===== config.mk =====
export PLATFORM = sky130hd
export DESIGN_NAME = hazard_scoreboard
export DESIGN_NICKNAME = d
export VERILOG_FILES = /design/src/rtl/hazard_scoreboard.sv
export SDC_FILE = /design/constraint.sdc
export NUM_CORES = 1
export LEC_CHECK = 0
export ABC_AREA = 1
export ABC_CLOCK_PERIOD_IN_PS = 3000
export BUFFER_PORTS_ARGS = -buffer_cell sky130_fd_sc_hd__buf_2
export CAP_MARGIN = 5
export CELL_PAD_IN_SITES_DETAIL_PLACEMENT = 0
export CELL_PAD_IN_SITES_GLOBAL_PLACEMENT = 1
export CORE_MARGIN = 2
export CORE_UTILIZATION = 35
export DETAILED_ROUTE_END_ITERATION = 8
export PLACE_DENSITY = 0.88
export SLEW_MARGIN = 25
export SYNTH_ARGS = -nofsm -noshare
export SYNTH_HDL_FRONTEND = slang
export SYNTH_HIERARCHICAL = 1
export SYNTH_SLANG_ARGS = --single-unit

===== constraint.sdc =====
create_clock -name clk -period 3 [get_ports clk]
set_input_delay 0.6 -clock clk [delete_from_list [all_inputs] [get_ports clk]]
set_output_delay 0.6 -clock clk [all_outputs]
set_load 0.1 [all_outputs]

===== src/rtl/hazard_scoreboard.sv =====
// Hazard scoreboard for the 5-stage RV64I pipeline: shadows the EX/MEM/WB destination
// writes, raises stall/bubble/flush, and sequences multi-cycle EX ops with an occupancy counter.

module hazard_scoreboard_checker (
  input logic clk,
  input logic rst,
  input logic ex_busy,
  input logic ex_redirect
);

  // A redirect cannot be resolved while a long op still owns EX.
  a_no_redirect_when_busy : assert property (
    @(posedge clk) disable iff (rst) ex_busy |-> !ex_redirect
  );

endmodule

module hazard_scoreboard #(
  parameter int LONG_LAT       = 4,
  parameter bit RF_WRITE_FIRST = 1'b1
) (
  input  logic       clk,
  input  logic       rst,
  input  logic       id_valid,
  input  logic [4:0] id_rs1,
  input  logic       id_rs1_en,
  input  logic [4:0] id_rs2,
  input  logic       id_rs2_en,
  input  logic [4:0] id_rd,
  input  logic       id_rd_wen,
  input  logic       id_is_load,
  input  logic       id_is_long,
  input  logic       ex_redirect,
  output logic       stall_if,
  output logic       stall_id,
  output logic       bubble_ex,
  output logic       flush_id,
  output logic       ex_busy,
  output logic [1:0] inflight
);

  typedef struct packed {
    logic       valid;
    logic [4:0] rd;
    logic       wen;
    logic       is_load;
  } slot_t;

  localparam logic [3:0] LONG_INIT = 4'(LONG_LAT - 1);

  slot_t      ex_slot, mem_slot, wb_slot;
  slot_t      ex_next, mem_next, wb_next;
  logic [3:0] cnt, cnt_next;
  logic [1:0] inflight_next;
  logic       busy, redirect, hit_ex, hit_wb, load_use, wb_stall, dep_stall;

  // A slot only matters if it will really write a non-x0 register.
  function automatic logic writes(input slot_t s);
    return s.valid & s.wen & (s.rd != 5'd0);
  endfunction

  function automatic logic src_hit(input slot_t s, input logic [4:0] rs, input logic en);
    return en & writes(s) & (rs == s.rd);
  endfunction

  assign busy      = (cnt != 4'd0);
  assign redirect  = ex_redirect & ~busy;
  assign hit_ex    = id_valid & (src_hit(ex_slot, id_rs1, id_rs1_en) |
                                 src_hit(ex_slot, id_rs2, id_rs2_en));
  assign hit_wb    = id_valid & (src_hit(wb_slot, id_rs1, id_rs1_en) |
                                 src_hit(wb_slot, id_rs2, id_rs2_en));
  assign load_use  = hit_ex & ex_slot.is_load;
  assign wb_stall  = RF_WRITE_FIRST ? 1'b0 : hit_wb;
  assign dep_stall = load_use | wb_stall;

  // Pipeline control and next shadow state; busy > redirect > dependency stall > advance.
  always_comb begin
    stall_if  = 1'b0;
    stall_id  = 1'b0;
    bubble_ex = 1'b0;
    flush_id  = 1'b0;
    ex_busy   = 1'b0;
    ex_next   = ex_slot;
    mem_next  = ex_slot;
    wb_next   = mem_slot;
    cnt_next  = cnt;
    if (busy) begin
      stall_if = 1'b1;
      stall_id = 1'b1;
      ex_busy  = 1'b1;
      mem_next = '0;
      cnt_next = cnt - 4'd1;
    end else if (redirect) begin
      flush_id  = 1'b1;
      bubble_ex = 1'b1;
      ex_next   = '0;
    end else if (dep_stall) begin
      stall_if  = 1'b1;
      stall_id  = 1'b1;
      bubble_ex = 1'b1;
      ex_next   = '0;
    end else begin
      if (id_valid) begin
        ex_next = {1'b1, id_rd, id_rd_wen, id_is_load};
      end else begin
        ex_next = '0;
      end
      if (id_valid & id_is_long) begin
        cnt_next = LONG_INIT;
      end else begin
        cnt_next = 4'd0;
      end
    end
  end

  assign inflight_next = 2'(writes(ex_next)) + 2'(writes(mem_next)) + 2'(writes(wb_next));

  // Shadow slots, occupancy counter and the registered in-flight count.
  always_ff @(posedge clk) begin
    if (rst) begin
      ex_slot  <= '0;
      mem_slot <= '0;
      wb_slot  <= '0;
      cnt      <= 4'd0;
      inflight <= 2'd0;
    end else begin
      ex_slot  <= ex_next;
      mem_slot <= mem_next;
      wb_slot  <= wb_next;
      cnt      <= cnt_next;
      inflight <= inflight_next;
    end
  end

  hazard_scoreboard_checker u_checker (
    .clk         (clk),
    .rst         (rst),
    .ex_busy     (ex_busy),
    .ex_redirect (ex_redirect)
  );

endmodule

**Yosys cells after proc, flatten, opt, wreduce, memory -nomap -nowiden**

Index checks and enable logic that the tools add are counted.

- Register bits after elaboration: 21
- Input bits: 24
- Output and inout port bits: 7
- Logic and storage cells: 57

- Add/sub/neg operators: 3
- Equality and inequality tests: 4
- Mux-type cells: 17
- Bitwise logic cells: 18
- Reductions and logical operators: 6

Operator list:

| cell | count |
|---|---|
| 8-bit two-way mux | 5 |
| 5-bit nonzero test | 4 |
| 1-bit bitwise AND | 16 |
| 4-bit two-way mux | 3 |
| 5-bit == test | 2 |
| 1-bit two-way mux | 8 |
| 2-bit inequality test (second input constant) | 2 |
| 4-bit nonzero test | 1 |
| 4-bit by 1-bit subtractor with 4-bit output (second input constant) | 1 |
| 1-bit by 1-bit adder with 2-bit output | 1 |
| 2-bit by 1-bit adder with 2-bit output | 1 |
| 2-bit two-way mux | 1 |
| 2-bit AND reduction | 1 |
| 1-bit inverter | 1 |
| 1-bit OR | 1 |

**Longest topological paths before layout**

Gate-level depths: netlist of the first run.

- Depth after elaboration: 14
- Depth in mapped cells: 18
- Gate-level depth less buffers: 18

**Worst setup path after synthesis of the first run**

No wires, ideal clock.

- Kind: input -> output
- From: input id_rs1[4]
- To: output stall_if
- Arrival time: 3795 ps
- Data required time: 2400 ps
- Path slack: -1395 ps
- Cell stages on the path: 9
- Buffers on the path: 1
- Cells stage by stage: inv_1 > nand2_1 > nand2_1 > nor2_1 > nand3_1 > nand2_2 > nand2_4 > o21ai_0 > buf_4

- Longest elaborated chain between the ends: 8

RTL lines:

| element | line | source |
|---|---|---|
| from (decl) | 25 | `input logic [4:0] id_rs1,` |
| 5-bit == test | 63 | `return en & writes(s) & (rs == s.rd);` |
| 1-bit bitwise AND | 63 |  |
| 1-bit OR | 68 | `assign hit_ex = id_valid & (src_hit(ex_slot, id_rs1, id_rs1_en) \|` |
| 1-bit bitwise AND | 68 |  |
| 1-bit bitwise AND | 72 | `assign load_use = hit_ex & ex_slot.is_load;` |
| 1-bit two-way mux (3 in a row) | - |  |
| to (decl) | 34 | `output logic stall_if,` |

Every way passes these cells.

**Worst setup path after layout of the first run**

- From: register cnt[0]
- To: output bubble_ex

- Longest elaborated chain between the ends: 5

RTL lines:

| element | line | source |
|---|---|---|
| from (decl) | 53 | `logic [3:0] cnt, cnt_next;` |
| from (signal assigned) | 130 | `cnt <= cnt_next;` |
| 4-bit nonzero test (*) | 66 | `assign busy = (cnt != 4'd0);` |
| 1-bit inverter | 67 | `assign redirect = ex_redirect & ~busy;` |
| 1-bit bitwise AND | 67 |  |
| 1-bit two-way mux | 93 | `end else if (redirect) begin` |
| 1-bit two-way mux (*) | 87 | `if (busy) begin` |
| to (decl) | 36 | `output logic bubble_ex,` |

Every way passes the cells marked *; elsewhere a longest branch is shown, timed or not.

==> results of run 1 <==
==> layout make-up <==
cell class,count,area (um^2)
repair buffers,31,160
flip-flops and latches,21,420
multi-input cells,124,609
fillers,395,1920
well taps,46,57.6
clock buffers,4,26.3
inverters,32,120
==> critical path: cells and delay by family (launching register included) <==
family,cells,cell delay [ns]
fa+ha+maj,1,0.18
flops,1,0.33
buf+inv,3,0.71
simple gates,1,0.35
compound gates,1,0.20
==> power by group <==
| group | internal (W) | switching, W | total (W) |
|---|---|---|---|
| registers | 0.000332 | 0.0000425 | 0.000375 |
| logic | 0.000198 | 0.000563 | 0.000761 |
| clock network | 0.0000517 | 0.0000788 | 0.000130 |
| total | 0.000582 | 0.000685 | 0.00127 |
==> sequential cells by signal (all words and copies together), names as in the netlist <==
| name | cells |
|---|---|
| cnt | 4 |
| ex_slot | 8 |
| inflight | 2 |
| mem_slot | 7 |
==> metrics by stage <==
step	instance area [um^2]	instances
after floorplan	1190	183
after global placement	1370	254
after detailed placement	1370	254
after CTS	1390	258
after global routing	1390	258
final	1390	258
==> worst max path at each step <==
stage / slack (ns) / depth (start not counted) / to / start
floorplan: 0.07 / 9 / stall_if / id_rs1[4]
finish: 0.34 / 6 / bubble_ex / cnt[0]$_SDFFE_PP0P_
global route: 0.07 / 6 / bubble_ex / cnt[0]$_SDFFE_PP0P_
global placement: 0.57 / 16 / inflight[0]$_SDFF_PP0_ / cnt[0]$_SDFFE_PP0P_
CTS: 0.22 / 6 / bubble_ex / cnt[0]$_SDFFE_PP0P_
detailed placement: 0.51 / 16 / inflight[0]$_SDFF_PP0_ / cnt[0]$_SDFFE_PP0P_
==> cells by family (layout without fill, tap and decap cells) <==
kind of cell,after synthesis,after routing,share of synthesized area
simple gates,107,107,0.398
buf+inv,38,67,0.139
flops,21,21,0.353
compound gates,13,13,0.0683
fa+ha+maj,2,2,0.0273
xor+xnor,2,2,0.0147
==> routing by layer <==
metal	vias up	share of wire
li1	616	-
met1	483	0.51
met2	21	0.44
met3	2	0.038
met4	0	0.0098
met5	-	0
==> cells in the final DEF (no fill, tap or decap), drive strengths merged <==
cell type	instances
a21oi	8
a31oi	1
buf	30
clkbuf	5
dfxtp	21
fa	1
ha	1
inv	32
nand2	59
nand3	9
nand3b	2
nand4	1
nor2	24
nor3	8
nor3b	1
o21ai	3
o311ai	1
or2	2
or3	1
xnor2	2
==> results.md, run 1 <==
- The met1 global-route usage is 0.175.
- The signal on the critical path passes through inv_1 -> ha_1 -> nor3b_2 -> inv_2 -> a21oi_4 -> clkbuf_4.
- The relative area change from synthesis to final layout is 17.0%.
- The number of design-rule violations left by the first detailed-router iteration is 30.
- The cell area power density is 909 mW/mm^2.
- The number of cells on the worst reg-to-reg path is 16.
- Measured along the x axis, the die boundary spans 62.3 um.
- In the final timing run, aggregate negative setup slack is 0 ns.
- TritonCTS built the clock tree.
- After synthesis, the most frequently instantiated cells are nand2_1, inv_1, nor2_1.
- The worst max-slew margin expressed relative to the limit is 0.678.
- The worst register-to-register path ends at inflight[0]$_SDFF_PP0_.
- The register clock-pin slew on the reported worst setup and hold paths is 0.11 ns.
- Dividing the final minimum period by the clock period gives 0.887.
- After layout, the minimum clock period comes to 2.66 ns.
- After synthesis, the cell types taking the most area are dfxtp_1, nand2_1, inv_1.
- Buffers inserted during clock tree synthesis total 3.
- The final layout net count is 239.
- Counting instances, the worst hold path has a depth of 2.
- The area enclosed by the die boundary is 0.00389 mm^2.
- The number of global-route vias before repair was 1050.
- The origin of the worst min-delay path is ex_slot[1]$_SDFF_PP0_.
- Measured on the finished design, the core utilization comes to 0.421.
- The largest net degree at the start of global routing is 23.
- The number of different library cells in the post-synthesis netlist is 28.
- The fraction of final layout cells sized beyond drive strength 1 is 0.245.
- The largest stage delay on the critical path is 0.35 ns.
- The required time reported for the critical path endpoint is 2.40 ns.
- The detailed placement HPWL is 1830 um.
- For this run, the detailed router's first-pass iteration total came to 4.
- In the synthesized netlist the dominant register cell turns out to be dfxtp_1.
- The number of hold buffers added after CTS was 0.
- The share of Yosys cell area claimed by the top area cell type is 0.353.
- In this run the worst path has a maximum fanout of 22.
- Measured along the y axis, the die boundary spans 62.3 um.
- For this run, the register share of the synthesized area comes to 0.353.
- The via count is 1122.
- Across all register-to-register paths, the minimum setup slack is 0.51 ns.
- The worst hold margin is 0.478 ns.
- In this run the post-CTS setup repair buffer count came out at 0.
- For the pin with the worst max-slew slack, the measured transition is 0.487 ns.
- The worst clock skew on the final layout is 0.00506 ns.
- The met2 usage is 0.224.
- Yosys instantiated no cell more often than nand2_1.
- Summed over all layers, the routed wires come to 2340 um.
- For this configuration, the core starts out at a cell density of 0.360.
- In this run the critical register-to-register path is launched from cnt[0]$_SDFFE_PP0P_.
- The slowest stage cell on the critical path is nor3b_2.
- The flow ran to the end, and the final reports show no timing, DRC or antenna violations.
- The achievable clock frequency is 0.376 GHz.
- The post-route antenna net violation count is 0.
- The worst-case vdd ir drop is 1030 uV.
- The number of hold-slack violations in the final timing report is 0.
- The initial antenna violation count is 0.
- At the placement stage, the worst setup path has a slack of 0.512 ns.
- In this run the number of H-tree levels came out at 1.
- Setup repair after global routing left no endpoint under its margin.
- The final weighted congestion in routability-driven placement is 0.782.
- The data arrival at the endpoint of the critical path is 2.06 ns.
- Dividing the synthesized area by the synthesized cell count gives 6.51 um^2.
- The number of enable flip-flop cells after synthesis is 0.
- The number of standard cells after synthesis is 183.
- Setup violations remaining at the end of the flow were counted as 0.
- For this run the aggregate overflow at the end of global routing stands at 0.
- The tree is rooted in a clkbuf_4.
- The clock passes through at most 2 buffers.
- The worst setup path is launched from a flop.
- The total count of max-transition violations in the final report is 0.
- The met3 track utilization from global routing is 0.0236.
- The number of top-level design ports is 31.
- The leakage power is 0.754 nW.
- The flip-flop and latch count after synthesis is 21.
- Summing every instance area after synthesis gives 0.00119 mm^2.
- The async set-reset flop share out of synthesis is 0.
- At the later pin of the worst-skew pair, clock insertion delay measures 0.29 ns.
- The post-route total power is 0.00127 W.
- After detailed routing, the average wire length per cell comes to 9.08 um.
- The number of gates given a new drive strength after cts is 0.
- The final worst slack is 0.338 ns.
- The number of rows in the core area is 21.
- After global routing, the most crowded layer is met2.
- After detailed routing, the number of remaining DRC violations is 0.
- In the global route stage, overall resource usage came out at 0.135.
- The via count normalized by instance count is 4.35.
- The path class of the lowest-slack min-delay path is reg -> reg.
- The kind of end point of the critical path is an output pin.
- The sink count of the clock tree is 21.
- Across the run, the number of max-cap violations was 0.
- Yosys printed 6 warnings.
- The repair_antennas step left the layout with diodes totalling 0.
- Of all cell types, the one taking the most synthesized area is dfxtp_1.
- The count of buffers added on input and output ports is 30.
- The worst setup path is of the reg -> out kind.
- Counting every net in the synthesized netlist gives 209.
- The wire length of the first global-routing pass is 4270 um.
- The worst hold path endpoint is mem_slot[1]$_SDFF_PP0_.
- The core footprint is 0.00331 mm^2.
(Power assumes the default switching activity.)
==> inputs of run 2 (changes only) <==
--- a/config.mk
+++ b/config.mk
@@ -11,6 +11,7 @@
 export CAP_MARGIN = 5
 export CELL_PAD_IN_SITES_DETAIL_PLACEMENT = 0
 export CELL_PAD_IN_SITES_GLOBAL_PLACEMENT = 1
+export CORE_ASPECT_RATIO = 1.4
 export CORE_MARGIN = 2
 export CORE_UTILIZATION = 35
 export DETAILED_ROUTE_END_ITERATION = 8
==> run 2 against run 1 <==
Net effect: via count is essentially flat; count of clock-buffer cells in the layout is 1 lower; sequential share of layout area shrank 0.35 points; worst setup slack got worse by 0.11 ns; combinational power increased by 2.6%; clock power grew 38%; critical endpoint unchanged; die area up 0.18%; fmax shrank 3.8%.
==> results.md, run 2 (synthesis gave the netlist of run 1 again) <==
- The leakage power is 0.766 nW (+1.6%).
- The required time reported for the critical path endpoint is 2.40 ns (about the same).
- The max-cap violation count is 0 (unchanged).
- The number of antenna repair diodes came to 0 (unchanged).
- The total DRC errors in the routed layout is 0 (unchanged).
- The origin of the critical flop-to-flop path is cnt[0]$_SDFFE_PP0P_.
- The register area is 420 um^2 (unchanged).
- The count of final setup violators is 0 (unchanged).
- The total count of max-transition violations in the final report was 0 (unchanged).
- The relative area change from synthesis to final layout is 18.4%.
- The data arrival at the endpoint of the critical path is 2.17 ns (+0.11 ns).
- The total congestion overflow is 0 (unchanged).
- The detailed-route wire length per cell came to 10.0 um (+10%).
- The final clock period utilization by the worst path is 0.922 (+0.0350).
- ex_slot holds more flip-flops than any other register.
- The source-to-sink clock delay at the later pin of the worst-skew pair came to 0.25 ns (-0.04 ns).
- The nature of the critical path startpoint is a flop.
- The achievable clock frequency is 0.361 GHz (-3.8%).
- The register clock-pin slew on the reported worst setup and hold paths is 0.07 ns (-0.04 ns).
- The type of the worst setup path is reg -> out.
- The wire length of the first global-routing pass was 4330 um (+1.5%).
- The number of buffers between clock root and the deepest sink is 2 (unchanged).
- The post-route antenna net violation count is 0 (unchanged).
- The post-route total power is 0.00134 W (+5.7%).
- The final layout net count is 239 (unchanged).
- The initial antenna violation count was 0 (unchanged).
- The number of design-rule violations left by the first detailed-router iteration is 26 (-13%).
- The register-to-register setup slack is 0.49 ns (-0.02 ns).
- The final standard cell count with taps included and fillers excluded is 252 (-2.3%).
- The core footprint is 0.00332 mm^2 (+0.15%).
- The min-delay analysis places its worst path in the category reg -> reg.
- The most frequent standard cell in the layout excluding fill and tap cells is nand2_1.
- The number of top-level design ports is 31 (unchanged).
- The area enclosed by the die boundary is 0.00389 mm^2 (+0.18%).
- The y dimension of the die is 73.0 um (+17%).
- The number of global-route vias before repair was 1065 (+1.4%).
- The final total negative setup slack is 0 ns (unchanged).
- The total iterations of the first detailed-routing run is 4 (unchanged).
- For hold timing, the worst endpoint is ex_slot[0]$_SDFFE_PP0N_.
- The final core utilization is 0.425 (+0.00427).
- The worst hold path begins at ex_slot[0]$_SDFFE_PP0N_.
- The cell area power density was 949 mW/mm^2 (+4.4%).
- The worst-case vdd ir drop is 793 uV (-23%).
- The detailed placement HPWL came to 2000 um (+9.6%).
- TritonCTS built the clock tree.
- The global-route usage over all layers is 0.150 (+0.0158).
- The final weighted congestion in routability-driven placement is 0.716 (-8.4%).
- The maximum fanout along the worst path is 22 (unchanged).
- The fraction of final layout cells sized beyond drive strength 1 is 0.250 (+0.00472).
- The via count is 1123 (+0.089%).
- The via count normalized by instance count is 4.46 (+2.5%).
- The worst hold path depth is 2 (unchanged).
- The measured slew at the worst slew-check pin was 0.485 ns (-0.00198 ns).
- The largest registers in the layout are ex_slot x8, mem_slot x7, cnt x4.
- The area of the multi-input gates was 616 um^2 (+1.0%).
- The depth of the most critical reg-to-reg path came to 15 (-1).
- The worst setup path is captured at an output pin.
- The largest net degree at the start of global routing is 23 (unchanged).
- The count of H-tree levels built during CTS is 1 (unchanged).
- The die extent in x is 53.3 um (-14%).
- The number of rows in the core area is 25 (+19%).
- The tree is rooted in a clkbuf_8.
- The filler cell count was 386 (-2.3%).
- The sum of routed wire length over all layers is 2520 um (+7.7%).
- The capturing point of the worst reg2reg path is inflight[0]$_SDFF_PP0_.
- The worst max-slew margin expressed relative to the limit was 0.679 (+0.00131).
- The library cells used most frequently in the layout, excluding fill and tap cells, are nand2_1, buf_2, inv_1.
- The placed instance count was 248 (-2.4%).
- The minimum clock period after layout is 2.77 ns (+0.105 ns).
- The flow ran to the end, and the final reports show no timing, DRC or antenna violations.
- The initial standard-cell utilization of the core is 0.359 (-0.000543).
- Setup repair after global routing left no endpoint under its margin.
- The count of buffers inserted at the top-level ports was 30 (unchanged).
- The number of hold-slack violations in the final timing report is 0 (unchanged).
- The number of flip-flops in the largest register was 8 (unchanged).
- The sink count of the clock tree is 21 (unchanged).
- The worst clock skew on the final layout is 0.000797 ns (-0.00426 ns).
- The worst hold margin is 0.472 ns (-0.00582 ns).
- The number of CTS-inserted buffers is 3 (unchanged).
[run 2: cell count changes in the layout (fill, tap and decap cells not counted)]
cell and change:
clkbuf_4 -4, clkbuf_8 +3, buf_2 +1, clkbuf_1 -1, clkinv_2 +1, nor3b_2 -1
nor3b_4 +1
[run 2: worst max path at each step]
| stage | endpoint | startpoint | cells after the start |
|---|---|---|---|
| after detailed placement | inflight[0]$_SDFF_PP0_ | cnt[0]$_SDFFE_PP0P_ | 13 |
| after global routing | bubble_ex | cnt[0]$_SDFFE_PP0P_ | 6 |
| final | bubble_ex | cnt[0]$_SDFFE_PP0P_ | 6 |
| after CTS | bubble_ex | cnt[0]$_SDFFE_PP0P_ | 6 |
| after floorplan | stall_if | id_rs1[4] | 9 |
| after global placement | bubble_ex | cnt[0]$_SDFFE_PP0P_ | 6 |
[run 2: worst max-delay path, stage by stage, from the launching register on]
cell and delay [ns]:
dfxtp_1 0.31, inv_1 0.09, ha_1 0.22, nor3b_4 0.37
inv_2 0.27, a21oi_4 0.20, buf_2 0.45
[run 2: report_power, final]
part | switching (W) | internal, W
Clock | 0.0000865 | 0.0000923
Sequential | 0.0000456 | 0.000333
Combinational | 0.000577 | 0.000204
[run 2: timing repair]
item,in CTS,in global routing
gates resized for setup,0,1
setup buffers,0,0
endpoints found under the setup margin,0,1
hold buffers,0,0
[run 2: final cells by class]
cell class	instances	share of cell area
clock buffer	3	0.0293
clock inverter	1	0.00355
multi-input combinational	124	0.437
sequential	21	0.298
timing repair buffer	31	0.112
inverter	32	0.0852
tap	40	0.0355
[run 2: layer usage]
layer | global-route usage | share of wire | vias up
li1 | - | - | 617
met1 | 0.166 | 0.43 | 477
met2 | 0.272 | 0.51 | 24
met3 | 0.0184 | 0.043 | 5
met4 | 0.0769 | 0.022 | 0
met5 | 0 | 0 | -
[run 2: metrics by stage]
stage | setup slack (ns) | area, um^2
6_report | 0.233 | 1410
2_1_floorplan | 0.0665 | 1190
3_5_place_dp | 0.381 | 1360
5_1_grt | 0.0991 | 1410
3_3_place_gp | 0.467 | 1360
4_1_cts | 0.100 | 1400
==> inputs of run 3 (changes only) <==
--- a/config.mk
+++ b/config.mk
@@ -5,7 +5,6 @@
 export SDC_FILE = /design/constraint.sdc
 export NUM_CORES = 1
 export LEC_CHECK = 0
-export ABC_AREA = 1
 export ABC_CLOCK_PERIOD_IN_PS = 3000
 export BUFFER_PORTS_ARGS = -buffer_cell sky130_fd_sc_hd__buf_2
 export CAP_MARGIN = 5
@@ -13,7 +12,7 @@
 export CELL_PAD_IN_SITES_GLOBAL_PLACEMENT = 1
 export CORE_ASPECT_RATIO = 1.4
 export CORE_MARGIN = 2
-export CORE_UTILIZATION = 35
+export CORE_UTILIZATION = 37
 export DETAILED_ROUTE_END_ITERATION = 8
 export PLACE_DENSITY = 0.88
 export SLEW_MARGIN = 25
==> run 3 against run 2 <==
Net effect: wire length is 22% lower; clock power shrank 27%; synthesized cell count shrank 44%; sequential share of layout area up 3.0 points; global-route usage is 1.9 points lower; hold slack improved by 0.039 ns; critical endpoint unchanged; highest routed layer unchanged.
==> results.md, run 3 <==
- The sum of routed wire length over all layers was 1980 um (-22%).
- The async set-reset flop share out of synthesis is 0 (unchanged).
- The clock power share is 0.103 (-0.031).
- The number of different library cells in the post-synthesis netlist is 36 (+29%).
- The cell area after synthesis is 0.00102 mm^2 (-15%).
- The count of H-tree levels built during CTS came to 1 (unchanged).
- The total DRC errors in the routed layout is 0 (unchanged).
- The area of the multi-input gates is 581 um^2 (-5.7%).
- The number of antenna repair diodes is 0 (unchanged).
- The achievable clock frequency is 0.359 GHz (-0.58%).
- The wire length of the first global-routing pass came to 3290 um (-24%).
- The number of hold-slack violations in the final timing report is 0 (unchanged).
- The worst register-to-register path ends at inflight[0]$_SDFF_PP0_.
- The number of rows in the core area was 22 (-12%).
- The kind of end point of the critical path is an output pin.
- The via count normalized by instance count is 4.99 (+12%).
- The number of flip-flops in the largest register was 8 (unchanged).
- The initial antenna violation count is 0 (unchanged).
- Broken down by cell family, the worst path's largest delay share belongs to simple AND/OR/NAND/NOR gates.
- The register-to-register setup slack is 0.56 ns (+0.07 ns).
- The prevailing post-synth register cell is dfxtp_1.
- The number of gates given a new drive strength after cts is 0 (unchanged).
- The depth of the most critical reg-to-reg path is 7 (-8).
- The global-route usage over all layers is 0.132 (-0.0187).
- Tracing the worst setup path back leads to its startpoint at ex_slot[2]$_SDFF_PP0_.
- The total count of max-transition violations in the final report came to 0 (unchanged).
- The final non-filler cell area is 0.00128 mm^2 (-9.2%).
- The detailed-route wire length per cell is 11.6 um (+16%).
- The final clock period utilization by the worst path is 0.928 (+0.00536).
- The filler cell count is 260 (-33%).
- The worst clock skew on the final layout is 0.00390 ns (+0.00310 ns).
- The max-cap violation count was 0 (unchanged).
- The post-CTS setup buffer count is 0 (unchanged).
- The area enclosed by the die boundary is 0.00319 mm^2 (-18%).
- The required time reported for the critical path endpoint was 2.40 ns (about the same).
- The final standard cell count with taps included and fillers excluded came to 170 (-33%).
- The number of top-level design ports was 31 (unchanged).
- The final total negative setup slack came to 0 ns (unchanged).
- The worst-case vdd ir drop came to 1130 uV (+42%).
- The library cells used most frequently in the layout, excluding fill and tap cells, are buf_2, dfxtp_1, xnor2_1.
- The detailed placement HPWL was 1580 um (-21%).
- The final core utilization came to 0.489 (+0.0642).
- The number of enable flip-flop cells after synthesis is 0 (unchanged).
- dfxtp_1 is the most common cell in the netlist.
- The count of final setup violators is 0 (unchanged).
- The buffer type at the clock tree root is clkbuf_4.
- dfxtp_1 takes more of the synthesized area than any other cell.
- The number of global-route vias before repair was 751 (-29%).
- The die extent in x was 48.3 um (-9.4%).
- Sorting the synthesized cells by how often they occur yields dfxtp_1, xnor2_1, and2_1.
- The number of standard cells after synthesis was 102 (-44%).
- The source-to-sink clock delay at the later pin of the worst-skew pair is 0.30 ns (+0.05 ns).
- The y dimension of the die came to 66.0 um (-9.6%).
- The number of CTS-inserted buffers is 3 (unchanged).
- The final weighted congestion in routability-driven placement was 0.702 (-1.9%).
- The flip-flop and latch count after synthesis was 21 (unchanged).
- The count of buffers inserted at the top-level ports is 30 (unchanged).
- The leakage power was 0.557 nW (-27%).
- The proportion of power drawn by flip-flops and latches came to 0.282 (about the same).
- The sink count of the clock tree came to 21 (unchanged).
- The nature of the critical path startpoint is a flop.
- The worst hold path depth is 1 (-1).
- The placed instance count is 166 (-33%).
- The worst max-slew margin expressed relative to the limit came to 0.583 (-0.0960).
- The initial standard-cell utilization of the core was 0.389 (+0.0298).
- In this run the critical register-to-register path is launched from ex_slot[2]$_SDFF_PP0_.
- The top register by number of flip-flops is ex_slot.
- The path with the worst hold slack has its endpoint at ex_slot[7]$_SDFF_PP0_.
- The part of the power in combinational logic was 0.615 (+0.031).
- The cell area power density is 993 mW/mm^2 (+4.7%).
- The register clock-pin slew on the reported worst setup and hold paths came to 0.11 ns (+0.04 ns).
- The post-route antenna net violation count was 0 (unchanged).
- The total congestion overflow is 0 (unchanged).
- The signal on the critical path passes through or3_1 -> o311a_4 -> and3_4 -> a21oi_1 -> nor2_2 -> buf_12.
- The largest registers in the layout are ex_slot x8, mem_slot x7, cnt x4.
- The maximum fanout along the worst path is 5 (-77%).
- After synthesis, the cell types taking the most area are dfxtp_1, xnor2_1, a22o_1.
- Setup repair after global routing left no endpoint under its margin.
- The final layout net count is 161 (-33%).
- The sequential element share of the synthesized area is 0.413 (+0.0603).
- The mean cell area of the mapped netlist is 9.97 um^2 (+53%).
- The warning count from the yosys run is 6 (unchanged).
- The run finished with clean final reports.
- The library cell used most frequently in the layout, excluding fill and tap cells, is buf_2.
- The core footprint is 0.00262 mm^2 (-21%).
- The switching component of the power came to 0.000662 W (-6.6%).
- The origin of the worst min-delay path is ex_slot[7]$_SDFF_PP0_.
- The switching portion of total power came to 0.521 (-0.00904).
- The total iterations of the first detailed-routing run is 4 (unchanged).
- The number of buffers between clock root and the deepest sink is 2 (unchanged).
- The register area was 420 um^2 (unchanged).
- The clock tree from TritonCTS is done.
- The post-placement cell area is 0.00125 mm^2 (-7.7%).
- The minimum clock period after layout came to 2.78 ns (+0.0161 ns).
- The count of hold buffers inserted by post-cts repair is 0 (unchanged).
- The critical path is of the reg -> out type.
- The via count is 848 (-24%).
- The worst path buffer plus inverter count is 1 (-2).
- The largest net degree at the start of global routing is 13 (-43%).
- The slowest stage of the critical path is the or3_1 cell.
- The share of Yosys cell area claimed by the top area cell type was 0.413 (+0.0603).
- The number of design-rule violations left by the first detailed-router iteration came to 19 (-27%).
- The fraction of final layout cells sized beyond drive strength 1 came to 0.321 (+0.0709).
- The post-synthesis net count is 128 (-39%).
- The path class of the lowest-slack min-delay path is reg -> reg.
- The internal power consumption was 0.000609 W (-3.2%).
- The post-route total power is 0.00127 W (-5.0%).
- The measured slew at the worst slew-check pin is 0.623 ns (+0.138 ns).
- The largest stage delay on the critical path is 0.39 ns (-0.06 ns).
- From synthesis to final layout, the design area changed by 25.8%.
- The data arrival at the endpoint of the critical path is 2.18 ns (about the same).
==> run 3: routing by layer <==
layer,global-route usage,wire length (um),vias up,share of wire
met5,0,0,-,0
met3,0.0294,84,2,0.042
met1,0.166,853,398,0.43
li1,-,-,434,-
met4,0.0643,19,0,0.0096
met2,0.214,1020,14,0.52
==> run 3: kinds of logic (layout without fill, tap and decap cells) <==
kind of cell             Yosys count  after routing  share of synthesized area
XOR/XNOR                          10             10                     0.0861
AO/OA/AOI/OAI                     23             23                      0.202
flip-flops                        21             21                      0.413
adder cells (fa/ha/maj)            2              2                     0.0320
buffers and inverters              5             37                     0.0221
AND/OR/NAND/NOR                   41             41                      0.245
==> run 3: worst reg2reg max path: cells and delay by family, from the launching register on <==
kind            cells  cell delay [ns]
compound gates      3             0.86
simple gates        3             0.72
flops               1             0.38
fa+ha+maj           1             0.38
==> run 3: layout make-up <==
cell class	count	area share
multi-input cells	76	0.454
flip-flops and latches	21	0.328
repair buffers	30	0.152
well taps	36	0.0352
clock buffers	3	0.0176
inverters	3	0.00880
clock inverters	1	0.00391
==> run 3: per-stage QoR <==
stage / worst slack (ns) / hold slack [ns]
floorplan: -0.203 / 0.462
global placement: 0.352 / 0.476
detailed placement: 0.333 / 0.485
CTS: 0.198 / 0.498
global route: 0.0710 / 0.519
finish: 0.217 / 0.510
==> run 3: power by group through the flow <==
stage | clock network [W] | registers (W) | logic (W)
2_1_floorplan | 0 | 0.000362 | 0.000586
3_3_place_gp | 0 | 0.000364 | 0.000775
3_5_place_dp | 0 | 0.000366 | 0.000787
4_1_cts | 0.000137 | 0.000360 | 0.000786
5_1_grt | 0.000143 | 0.000366 | 0.000827
6_report | 0.000131 | 0.000359 | 0.000782
==> run 3: how the worst max path moves through the flow <==
stage	cells after the start	slack, ns	to
after global placement	7	0.35	stall_id
after CTS	6	0.20	stall_id
after detailed placement	7	0.33	stall_id
after floorplan	6	-0.20	stall_if
final	6	0.22	bubble_ex
after global routing	6	0.07	stall_if
